File: src/rtl/lcd_pkg.sv
// Shared constants, command classes, mode flags and cursor stepping for the
// HD44780-style LCD responder.
package lcd_pkg;

  localparam logic [6:0] LINE0_BASE = 7'h00;
  localparam logic [6:0] LINE1_BASE = 7'h40;
  localparam logic [7:0] BLANK_CHAR = 8'h20;

  localparam logic [7:0] CMD_CLEAR   = 8'h01;
  localparam logic [7:0] CMD_HOME    = 8'h02;
  localparam logic [7:0] CMD_ENTRY   = 8'h04;
  localparam logic [7:0] CMD_DISPLAY = 8'h08;
  localparam logic [7:0] CMD_SHIFT   = 8'h10;
  localparam logic [7:0] CMD_FUNC    = 8'h20;
  localparam logic [7:0] CMD_CGRAM   = 8'h40;
  localparam logic [7:0] CMD_DDRAM   = 8'h80;

  typedef enum logic [3:0] {
    K_NONE, K_CLEAR, K_HOME, K_ENTRY, K_DISPLAY, K_SHIFT, K_FUNC, K_CGRAM, K_DDRAM
  } cmd_kind_t;

  typedef enum logic {PH_HIGH, PH_LOW} phase_t;

  typedef struct packed {
    logic four_bit;
    logic two_line;
    logic disp_on;
    logic cursor_on;
    logic blink_on;
    logic incr;
  } lcd_flags_t;

  localparam lcd_flags_t FLAGS_RESET = '{1'b0, 1'b0, 1'b0, 1'b0, 1'b0, 1'b1};

  // Commands are classified by their most significant set bit.
  function automatic cmd_kind_t decode_cmd(input logic [7:0] b);
    cmd_kind_t k;
    if      ((b & CMD_DDRAM)   != 8'h00) k = K_DDRAM;
    else if ((b & CMD_CGRAM)   != 8'h00) k = K_CGRAM;
    else if ((b & CMD_FUNC)    != 8'h00) k = K_FUNC;
    else if ((b & CMD_SHIFT)   != 8'h00) k = K_SHIFT;
    else if ((b & CMD_DISPLAY) != 8'h00) k = K_DISPLAY;
    else if ((b & CMD_ENTRY)   != 8'h00) k = K_ENTRY;
    else if ((b & CMD_HOME)    != 8'h00) k = K_HOME;
    else if ((b & CMD_CLEAR)   != 8'h00) k = K_CLEAR;
    else                                 k = K_NONE;
    return k;
  endfunction

  // Columns 0..15 on two lines; stepping past either end of a line hops to the other line.
  function automatic logic [6:0] step_addr(input logic line, input logic [3:0] col,
                                           input logic inc);
    logic       nline;
    logic [3:0] ncol;
    nline = line;
    if (inc) begin
      if (col == 4'hF) nline = ~line;
      ncol = col + 4'd1;
    end else begin
      if (col == 4'h0) nline = ~line;
      ncol = col - 4'd1;
    end
    return (nline ? LINE1_BASE : LINE0_BASE) | {3'b000, ncol};
  endfunction

endpackage

File: src/rtl/lcd_responder_if.sv
// Parallel HD44780 bus as seen between an LCD driver and the responder.
interface lcd_responder_if;
  logic       en;
  logic       rs;
  logic [3:0] data;

  modport master (output en, rs, data);
  modport slave  (input  en, rs, data);
endinterface

File: src/rtl/lcd_resp_nibble.sv
// Strobe detection and nibble-to-byte assembly for the LCD responder.
// LCD_RESPONDER_SYNC_EN: route en/rs/data through a two-flop synchronizer first.
//
// state   | meaning
// PH_HIGH | next accepted 4-bit strobe carries the high nibble
// PH_LOW  | high nibble held, next accepted strobe completes the byte
module lcd_resp_nibble
  import lcd_pkg::*;
(
  input  logic              clk,
  input  logic              reset_n,
  lcd_responder_if.slave    bus,
  input  logic              hold,
  input  logic              four_bit,
  input  logic              phase_clr,
  output logic              strobe_err,
  output logic              byte_done,
  output logic              byte_rs,
  output logic [7:0]        byte_data
);

  logic       en_s;
  logic       rs_s;
  logic [3:0] data_s;
  logic       en_q;
  logic       strobe;
  logic       take_hi;
  logic [3:0] hi_nib;
  phase_t     phase;
  phase_t     phase_nxt;

`ifdef LCD_RESPONDER_SYNC_EN
  logic [5:0] sync1;
  logic [5:0] sync2;

  always_ff @(posedge clk or negedge reset_n) begin
    if (!reset_n) begin
      sync1 <= '0;
      sync2 <= '0;
    end else begin
      sync1 <= {bus.en, bus.rs, bus.data};
      sync2 <= sync1;
    end
  end

  assign {en_s, rs_s, data_s} = sync2;
`else
  assign en_s   = bus.en;
  assign rs_s   = bus.rs;
  assign data_s = bus.data;
`endif

  assign strobe = en_q & ~en_s;

  always_ff @(posedge clk or negedge reset_n) begin
    if (!reset_n) begin
      en_q   <= 1'b0;
      hi_nib <= 4'h0;
      phase  <= PH_HIGH;
    end else begin
      en_q  <= en_s;
      phase <= phase_clr ? PH_HIGH : phase_nxt;
      if (take_hi) hi_nib <= data_s;
    end
  end

  always_comb begin
    strobe_err = 1'b0;
    byte_done  = 1'b0;
    byte_rs    = rs_s;
    byte_data  = {data_s, 4'h0};
    take_hi    = 1'b0;
    phase_nxt  = phase;
    if (strobe) begin
      if (hold) begin
        strobe_err = 1'b1;
      end else if (!four_bit) begin
        byte_done = 1'b1;
      end else begin
        case (phase)
          PH_HIGH: begin
            take_hi   = 1'b1;
            phase_nxt = PH_LOW;
          end
          PH_LOW: begin
            byte_done = 1'b1;
            byte_data = {hi_nib, data_s};
            phase_nxt = PH_HIGH;
          end
          default: phase_nxt = PH_HIGH;
        endcase
      end
    end
  end

endmodule

File: src/rtl/lcd_responder.sv
// HD44780-compatible LCD model: command decode, 2x16 DDRAM, busy and power-up timers.
// LCD_RESPONDER_SYNC_EN (in lcd_resp_nibble) adds two cycles of input synchronization.
module lcd_responder
  import lcd_pkg::*;
#(
  parameter int unsigned POWERUP_CYCLES = 40,
  parameter int unsigned CLEAR_BUSY     = 2
) (
  input  logic           clk,
  input  logic           reset_n,
  lcd_responder_if.slave bus,
  input  logic [4:0]     rd_addr,
  output logic [7:0]     rd_data,
  output logic [6:0]     cursor_addr,
  output logic           four_bit,
  output logic           two_line,
  output logic           disp_on,
  output logic           cursor_on,
  output logic           blink_on,
  output logic           busy,
  output logic           byte_valid,
  output logic           byte_rs,
  output logic [7:0]     byte_data,
  output logic           err_timing,
  output logic           err_busy,
  output logic           err_addr
);

  localparam int PU_W   = $clog2(POWERUP_CYCLES + 2);
  localparam int BUSY_W = $clog2(CLEAR_BUSY + 2);

  logic [PU_W-1:0]   pu_cnt;
  logic [BUSY_W-1:0] busy_cnt;
  lcd_flags_t        flags;
  lcd_flags_t        flags_nxt;
  logic [6:0]        cursor_nxt;
  logic [7:0]        ddram [32];
  logic              hold;
  logic              strobe_err;
  logic              nb_done;
  logic              nb_rs;
  logic [7:0]        nb_data;
  logic              accept;
  logic              wr_en;
  logic              clr_all;
  logic              busy_load;
  logic              addr_err;
  logic              phase_clr;
  cmd_kind_t         kind;
  logic [4:0]        wr_idx;

  lcd_resp_nibble u_nibble (
    .clk        (clk),
    .reset_n    (reset_n),
    .bus        (bus),
    .hold       (hold),
    .four_bit   (flags.four_bit),
    .phase_clr  (phase_clr),
    .strobe_err (strobe_err),
    .byte_done  (nb_done),
    .byte_rs    (nb_rs),
    .byte_data  (nb_data)
  );

  assign hold      = (pu_cnt != '0);
  assign busy      = (busy_cnt != '0);
  assign four_bit  = flags.four_bit;
  assign two_line  = flags.two_line;
  assign disp_on   = flags.disp_on;
  assign cursor_on = flags.cursor_on;
  assign blink_on  = flags.blink_on;
  assign wr_idx    = {cursor_addr[6], cursor_addr[3:0]};
  assign accept    = nb_done & ~busy;
  assign kind      = decode_cmd(nb_data);

  always_comb begin
    flags_nxt  = flags;
    cursor_nxt = cursor_addr;
    wr_en      = 1'b0;
    clr_all    = 1'b0;
    busy_load  = 1'b0;
    addr_err   = 1'b0;
    phase_clr  = 1'b0;
    if (accept) begin
      if (nb_rs) begin
        wr_en      = 1'b1;
        cursor_nxt = step_addr(cursor_addr[6], cursor_addr[3:0], flags.incr);
      end else begin
        case (kind)
          K_CLEAR: begin
            clr_all        = 1'b1;
            busy_load      = 1'b1;
            cursor_nxt     = LINE0_BASE;
            flags_nxt.incr = 1'b1;
          end
          K_HOME:    cursor_nxt = LINE0_BASE;
          K_ENTRY:   flags_nxt.incr = nb_data[1];
          K_DISPLAY: {flags_nxt.disp_on, flags_nxt.cursor_on, flags_nxt.blink_on} = nb_data[2:0];
          K_SHIFT: begin
            if (!nb_data[3]) cursor_nxt = step_addr(cursor_addr[6], cursor_addr[3:0], nb_data[2]);
          end
          K_FUNC: begin
            flags_nxt.four_bit = ~nb_data[4];
            flags_nxt.two_line = nb_data[3];
            phase_clr          = (~nb_data[4] != flags.four_bit);
          end
          K_DDRAM: begin
            // Only columns 0..15 exist; out-of-range columns fold onto them.
            cursor_nxt = {nb_data[6], 2'b00, nb_data[3:0]};
            addr_err   = (nb_data[5:4] != 2'b00);
          end
          default: ;
        endcase
      end
    end
  end

  always_ff @(posedge clk or negedge reset_n) begin
    if (!reset_n) begin
      flags       <= FLAGS_RESET;
      cursor_addr <= LINE0_BASE;
      pu_cnt      <= PU_W'(POWERUP_CYCLES);
      busy_cnt    <= '0;
      byte_valid  <= 1'b0;
      byte_rs     <= 1'b0;
      byte_data   <= 8'h00;
      err_timing  <= 1'b0;
      err_busy    <= 1'b0;
      err_addr    <= 1'b0;
      rd_data     <= 8'h00;
      for (int i = 0; i < 32; i++) ddram[i] <= BLANK_CHAR;
    end else begin
      flags       <= flags_nxt;
      cursor_addr <= cursor_nxt;
      byte_valid  <= nb_done;
      err_timing  <= strobe_err;
      err_busy    <= nb_done & busy;
      err_addr    <= addr_err;
      rd_data     <= ddram[rd_addr];
      if (nb_done) begin
        byte_rs   <= nb_rs;
        byte_data <= nb_data;
      end
      if (hold) pu_cnt <= pu_cnt - PU_W'(1);
      if (busy_load)  busy_cnt <= BUSY_W'(CLEAR_BUSY);
      else if (busy)  busy_cnt <= busy_cnt - BUSY_W'(1);
      if (clr_all) begin
        for (int i = 0; i < 32; i++) ddram[i] <= BLANK_CHAR;
      end else if (wr_en) begin
        ddram[wr_idx] <= nb_data;
      end
    end
  end

endmodule

File: src/flat_wrapper.sv
// flat-port wrapper written by rule: the top's interface ports become plain ports
module lcd_responder_flat import lcd_pkg::*;
#(
  parameter int unsigned POWERUP_CYCLES = 40,
  parameter int unsigned CLEAR_BUSY     = 2
)
  (clk, reset_n, rd_addr, rd_data, cursor_addr, four_bit, two_line, disp_on, cursor_on, blink_on, busy, byte_valid, byte_rs, byte_data, err_timing, err_busy, err_addr, bus_en, bus_rs, bus_data);
  lcd_responder_if bus_i ();
  input  logic clk;
  input  logic reset_n;
  input  logic [4:0] rd_addr;
  output logic [7:0] rd_data;
  output logic [6:0] cursor_addr;
  output logic four_bit;
  output logic two_line;
  output logic disp_on;
  output logic cursor_on;
  output logic blink_on;
  output logic busy;
  output logic byte_valid;
  output logic byte_rs;
  output logic [7:0] byte_data;
  output logic err_timing;
  output logic err_busy;
  output logic err_addr;
  input wire logic [$bits(bus_i.en)-1:0] bus_en;
  input wire logic [$bits(bus_i.rs)-1:0] bus_rs;
  input wire logic [$bits(bus_i.data)-1:0] bus_data;
  assign bus_i.en = bus_en;
  assign bus_i.rs = bus_rs;
  assign bus_i.data = bus_data;
  lcd_responder #(.POWERUP_CYCLES(POWERUP_CYCLES), .CLEAR_BUSY(CLEAR_BUSY)) u_core (.clk(clk), .reset_n(reset_n), .bus(bus_i), .rd_addr(rd_addr), .rd_data(rd_data), .cursor_addr(cursor_addr), .four_bit(four_bit), .two_line(two_line), .disp_on(disp_on), .cursor_on(cursor_on), .blink_on(blink_on), .busy(busy), .byte_valid(byte_valid), .byte_rs(byte_rs), .byte_data(byte_data), .err_timing(err_timing), .err_busy(err_busy), .err_addr(err_addr));
endmodule
File: config.mk
export PLATFORM = sky130hd
export DESIGN_NAME = lcd_responder_flat
export DESIGN_NICKNAME = d
export VERILOG_FILES = /design/src/rtl/lcd_pkg.sv /design/src/rtl/lcd_responder_if.sv /design/src/rtl/lcd_resp_nibble.sv /design/src/rtl/lcd_responder.sv /design/src/flat_wrapper.sv
export SDC_FILE = /design/constraint.sdc
export NUM_CORES = 1
export LEC_CHECK = 0
export ABC_CLOCK_PERIOD_IN_PS = 3210
export CAP_MARGIN = 15
export CORE_ASPECT_RATIO = 1.25
export CORE_UTILIZATION = 35
export CTS_BUF_LIST = sky130_fd_sc_hd__clkbuf_8
export DETAILED_ROUTE_END_ITERATION = 16
export MAX_ROUTING_LAYER = met4
export PLACE_DENSITY = 0.62
export SYNTH_ARGS = -nofsm -noshare
export SYNTH_HDL_FRONTEND = slang
export SYNTH_SLANG_ARGS = --single-unit
File: constraint.sdc
create_clock -name clk -period 3.21 [get_ports clk]
set_clock_uncertainty 0.1 [all_clocks]
set_input_delay 0.963 -clock clk [delete_from_list [all_inputs] [get_ports clk]]
set_output_delay 0.963 -clock clk [all_outputs]
set_load 0.01 [all_outputs]
# Word level (Yosys, flattened, before mapping)
# Index checks and enable logic that the tools add are counted.
[op_classes] add_sub_neg=4 magnitude_cmp=3 eq_ne=11 muxes=72 bitwise=13 reduce_logical=17
[ops] operator="256-bit 2-to-1 mux" n=2
[ops] operator="256-bit bitwise mux" n=1
[ops] operator="4-bit 2-to-1 mux" n=15
[ops] operator="8-bit 2-to-1 mux" n=7
[ops] operator="8-bit binary-select mux with 5-bit select" n=1
[ops] operator="8-bit demux with 5-bit select" n=1
[ops] operator="1-bit 2-to-1 mux" n=36
[ops] operator="7-bit 2-to-1 mux" n=4
[ops] operator="7-bit case mux with 3 select lines" n=1
[ops] operator="3-bit AND reduction" n=5
[ops] operator="7-bit by 4-bit OR with 7-bit output" n=2
[ops] operator="2-bit nonzero test" n=7
[ops] operator="4-bit by 3-bit == test with 1-bit output, second input constant" n=3
[ops] operator="6-bit greater-or-equal comparator, second input constant" n=2
[ops] operator="5-bit inverter with 6-bit output" n=2
[ops] operator="4-bit by 2-bit == test with 1-bit output, second input constant" n=2
[ops] operator="4-bit == test, second input constant" n=2
[ops] operator="6-bit by 1-bit < comparator with 1-bit output, second input constant" n=1
[ops] operator="1-bit inverter" n=6
[ops] operator="6-bit nonzero test" n=1
[ops] operator="6-bit by 1-bit subtractor with 6-bit output, second input constant" n=1
[ops] operator="4-bit by 1-bit adder with 4-bit output, second input constant" n=1
[ops] operator="4-bit by 1-bit == test with 1-bit output, second input constant" n=1
[ops] operator="4-bit zero test" n=1
[ops] operator="other kinds (11)" n=15
[totals] register_bits=304 word_cells=171

# Longest topological paths before layout
[logic_depth] word_depth=21 mapped_depth=11

# By module
# Synthesis repeated with hierarchy kept, for this count alone.
[hier_totals] cells_unflattened=1649 hier_area_um2=15349.7
[by_module_without_submodules] module="lcd_responder" instances=1 cells_each=1621 area_per_inst_um2=14964.4
[by_module_without_submodules] module="lcd_resp_nibble" instances=1 cells_each=28 area_per_inst_um2=385.4

# Worst setup path after synthesis
# OpenSTA, ideal clock, no wires.
[synth_path] path_type="input -> register" start="input port rd_addr[0]" end="register u_core.rd_data[0]" arrival_ns=3.149 t_required_ns=2.985 path_slack_ns=-0.163 stages=5 n_path_buf=2 cell_sequence="clkbuf_1 > buf_1 > mux4_2 > mux4_2 > mux2_2"
[synth_via] elab_chain_cells=4
[synth_lines] item="from (decl)" line_no="flat_wrapper.sv:11" source="input logic [4:0] rd_addr;"
[synth_lines] item="5-bit inverter with 6-bit output (implied by the code)" line_no="lcd_responder.sv:139" source="rd_data <= ddram[rd_addr];"
[synth_lines] item="8-bit binary-select mux with 5-bit select" line_no="lcd_responder.sv:139"
[synth_lines] item="8-bit 2-to-1 mux (implied by the code) (2 in series)" line_no="lcd_responder.sv:139"
[synth_lines] item="to (signal assigned)" line_no="lcd_responder.sv:139"
[synth_lines] item="to (decl)" line_no="lcd_responder.sv:13" source="output logic [7:0] rd_data,"
# Every way passes these cells. The select of a mux whose other input is x is not followed.
# A chain may end at the register's enable or synchronous reset.

# Worst setup path after layout
[layout_path] start="input port bus_en" end="register u_core.flags (netlist bit u_core.cursor_on)"
[layout_via] elab_chain_cells=13 word_cells_on_any_way=15 classes_between="eq/ne: 1; mux: 10; bitwise: 3; reduce/logical: 1"
[layout_lines] item="from (decl)" line_no="flat_wrapper.sv:26" source="input wire logic [$bits(bus_i.en)-1:0] bus_en;"
[layout_lines] item="1-bit inverter (*)" line_no="lcd_resp_nibble.sv:53" source="assign strobe = en_q & ~en_s;"
[layout_lines] item="1-bit AND (*)" line_no="lcd_resp_nibble.sv:53"
[layout_lines] item="8-bit 2-to-1 mux" line_no="lcd_resp_nibble.sv:74" source="if (strobe) begin"
[layout_lines] item="1-bit 2-to-1 mux" line_no="lcd_pkg.sv:45" source="else if ((b & CMD_CLEAR) != 8'h00) k = K_CLEAR;"
[layout_lines] item="4-bit 2-to-1 mux" line_no="lcd_pkg.sv:44" source="else if ((b & CMD_HOME) != 8'h00) k = K_HOME;"
[layout_lines] item="4-bit 2-to-1 mux" line_no="lcd_pkg.sv:43" source="else if ((b & CMD_ENTRY) != 8'h00) k = K_ENTRY;"
[layout_lines] item="4-bit 2-to-1 mux" line_no="lcd_pkg.sv:42" source="else if ((b & CMD_DISPLAY) != 8'h00) k = K_DISPLAY;"
[layout_lines] item="4-bit 2-to-1 mux" line_no="lcd_pkg.sv:41" source="else if ((b & CMD_SHIFT) != 8'h00) k = K_SHIFT;"
[layout_lines] item="4-bit 2-to-1 mux" line_no="lcd_pkg.sv:40" source="else if ((b & CMD_FUNC) != 8'h00) k = K_FUNC;"
[layout_lines] item="4-bit 2-to-1 mux" line_no="lcd_pkg.sv:39" source="else if ((b & CMD_CGRAM) != 8'h00) k = K_CGRAM;"
[layout_lines] item="4-bit 2-to-1 mux" line_no="lcd_pkg.sv:38" source="if ((b & CMD_DDRAM) != 8'h00) k = K_DDRAM;"
[layout_lines] item="4-bit by 3-bit == test with 1-bit output" line_no="lcd_responder.sv:89" source="case (kind)"
[layout_lines] item="3-bit AND reduction (no line)"
[layout_lines] item="to (signal assigned)" line_no="lcd_responder.sv:133" source="flags <= flags_nxt;"
[layout_lines] item="to (decl)" line_no="lcd_responder.sv:34" source="lcd_flags_t flags;"
# Mark *: on every way between the ends. The rest lies on a longest branch, timed or not.

==> summary.txt <==
Detailed routing
  • Drt pass-1 iters: 5
  • Antenna Nets Post-Route: 0
  • DRC Markers: 0
  • First DRT Iteration DRCs: 887
  • Vias per cell: 5.29
  • DRT Wirelength: a little over 40000 µm
  • Wire per inst: 18.8 µm
  • Via Count: 11500

Layout
  • Fillers: just under 4000
  • Final instance area: 17900 µm²
  • Layout cell share with drive strength beyond 1: 0.219
  • Final Util: 0.432
  • Register area: ~7600 µm²
  • Area of the multi-input gates: approximately 6700 µm²
  • Area Growth Syn to Fin: 20.7%
  • # nets final: roughly 1600

CTS
  • H-tree depth: 2
  • CTS sink count: roughly 300
  • Post-CTS Setup Repair Bufs: 0
  • CTS buffer count: 46
  • Clock Path Buffers: 3
  • Clock root buffer: clkbuf_8
  • Clock transition at path regs: 0.07 ns
  • Clk Latency, worst-skew pair: 0.61 ns
  • CTS tree: done

Yosys
  • Top post-synthesis cells by count: nor2_1, dfrtp_1, a21oi_1, nand2_1, clkbuf_1
  • Synthesized area: about 15000 µm²
  • Yosys top cell area share: 0.451
  • Async set-or-reset flop fraction in the synthesized netlist: 1.00
  • Synth Area per Inst: 9.92 µm²
  • EDFF count, synth: 0
  • Post-synth top area cell: dfrtp_1
  • Yosys synthesis warning count: 0
  • Gate count of the mapped netlist: 1493
  • Seq cells post-synth: 302
  • Area contributors post-synth: dfrtp_1, mux4_2, nor2_1, a21oi_1, dfstp_2
  • Sequential element share of the synthesized area: 0.513
  • Count leader, synth: nor2_1
  • Dominant synthesized flop cell: dfrtp_1
  • Synth unique cells: 58

Power
  • Total power draw: approximately 10 mW
  • Static leakage: between 8 and 9 nW
  • Worst VDD drop: slightly below 0.3 mV
  • PwrDens: approximately 550 nW/µm²

Global routing
  • GRT Total Usage: 0.202
  • Grt total ovfl: 0
  • First-pass GRT wire length: 65200 µm
  • Largest net degree at the start of global routing: 66
  • Vias in the first global route: 11500
  • Initial antenna violation count: 1

Setup path
  • Critical path class: input pin to flip-flop
  • Crit path max fanout: 5
  • Critical Path End Type: flip-flop
  • CP arrival: roughly 3.4 ns
  • WP data required: 3.59 ns
  • Crit path launch type: input pin
  • R2R setup slack: 0.30 ns

Placed design
  • Placer Congestion: 0.857
  • Port bufs: 44
  • Post-DP HPWL: 27700 µm
  • Pre-CTS setup slack: -0.438 ns
  • Cell area after placement: 16800 µm²

Timing
  • Unrepaired setup endpoints after global routing: false
  • Min Hold Slack: ~0.24 ns
  • Final setup violation count: 0
  • Fin. max-slew vios: 0
  • Post-layout min period: 3.05 ns
  • Fmax: between 300 and 400 MHz
  • Final worst slack: between 0.15 and 0.2 ns
  • Worst slew pin tran: approximately 0.60 ns
  • Relative slew slack: 0.598
  • Hold Fails Final Rpt: 0
  • Final Cycle Share: 0.950

Floorplan
  • Die width: 186 µm
  • CORE AREA: 41400 µm²
  • Starting Density: 0.358
  • Die area: about 43000 µm²
  • Floorplan row count: 83
  • Chip height: 232 µm
  • I/O pin cnt: 47

Hold path
  • Worst hold path class: input pin to asynchronous set/reset pin

Flow run
  • Max-capacitance violation count: 0

Run status
  • Status: complete, no violations
-- worst paths after layout --
path | from | to | cells past startpoint
max | bus_en | u_core.cursor_on | 9
min | reset_n | u_core.ddram[51] | 1
max reg2reg | u_core.pu_cnt[3] | u_core.cursor_on | 8
min reg2reg | u_core.byte_data[3] | u_core.byte_data[3] | 2
max in group asynchronous | reset_n | u_core.flags[0] | 2
min in group clk | u_core.byte_data[3] | u_core.byte_data[3] | 2
-- kinds of logic (layout without fill, tap and decap cells) --
kind of cell,Yosys count,count (layout),synth area share
other,1,3,0.000253
buffers and inverters,141,276,0.0386
muxes,141,141,0.164
adders and majority gates,7,7,0.00591
DFF,302,302,0.513
xor gates and xnor gates,12,12,0.00709
AOI/OAI and AO/OA,268,268,0.0964
and+or+nand+nor,621,621,0.174
-- stage by stage --
| step | setup TNS (ns) | std cells |
|---|---|---|
| floorplan | 0 | 1494 |
| global placement | -63.10 | 2096 |
| detailed placement | -72.59 | 2096 |
| CTS | 0 | 2181 |
| global route | 0 | 2182 |
| finish | 0 | 2182 |
-- worst max-delay path, stage by stage --
cell             delay (ns)
clkdlybuf4s50_1        0.47
nand4bb_1              0.29
buf_4                  0.20
o41ai_2                0.32
buf_4                  0.17
nand2_1                0.07
a21bo_1                0.22
or3_4                  0.40
mux2_1                 0.32
-- area by class of cell --
cell class                 count  area share
sequential                   302       0.425
inverter                      15     0.00315
timing repair buffer         176      0.0988
clock buffer                  59      0.0454
antenna                        1    0.000140
tap                          552      0.0386
multi-input combinational   1051       0.376
clock inverter                26      0.0126
-- sequential cells by signal (all words and copies together) (netlist names), 2 cells and up --
signal                  flops
u_core.busy_cnt             2
u_core.byte_data            8
u_core.cursor_addr          5
u_core.ddram              256
u_core.pu_cnt               6
u_core.rd_data              8
u_core.u_nibble.hi_nib      4
-- layer usage --
layer,global-route usage,part of all wire,vias up
li1,-,-,5343
met1,0.252,0.42,5758
met2,0.330,0.49,366
met3,0.0307,0.055,82
met4,0.0789,0.031,0
met5,-,0,-
-- cell usage in the layout (no fill, tap or decap), types with 5 or more instances in the layout --
cell,synthesis,final
a21oi_1,201,200
buf_12,0,27
buf_4,3,106
clkbuf_8,0,59
clkdlybuf4s50_1,0,41
clkinv_2,0,6
dfrtp_1,267,267
dfstp_2,35,35
ha_1,7,7
inv_1,15,27
mux2_2,16,16
mux2i_1,43,40
mux4_2,80,80
nand2_1,92,92
nand2b_1,7,7
nand3_1,10,10
nand4_1,26,26
nor2_1,437,437
nor3_1,16,16
nor4_1,7,5
o21ai_0,42,42
xnor2_1,10,10
-- power breakdown --
part	switching [mW]	total [mW]	internal (mW)
clock	1.56	3.55	1.98
sequential	0.342	4.57	4.23
combinational	0.938	1.76	0.822
-- timing repair --
item,in CTS,in global routing
resized for setup,0,2
endpoints found under the setup margin,0,6
hold buffers,0,0
Note: power is estimated with default switching activity, not from simulation.
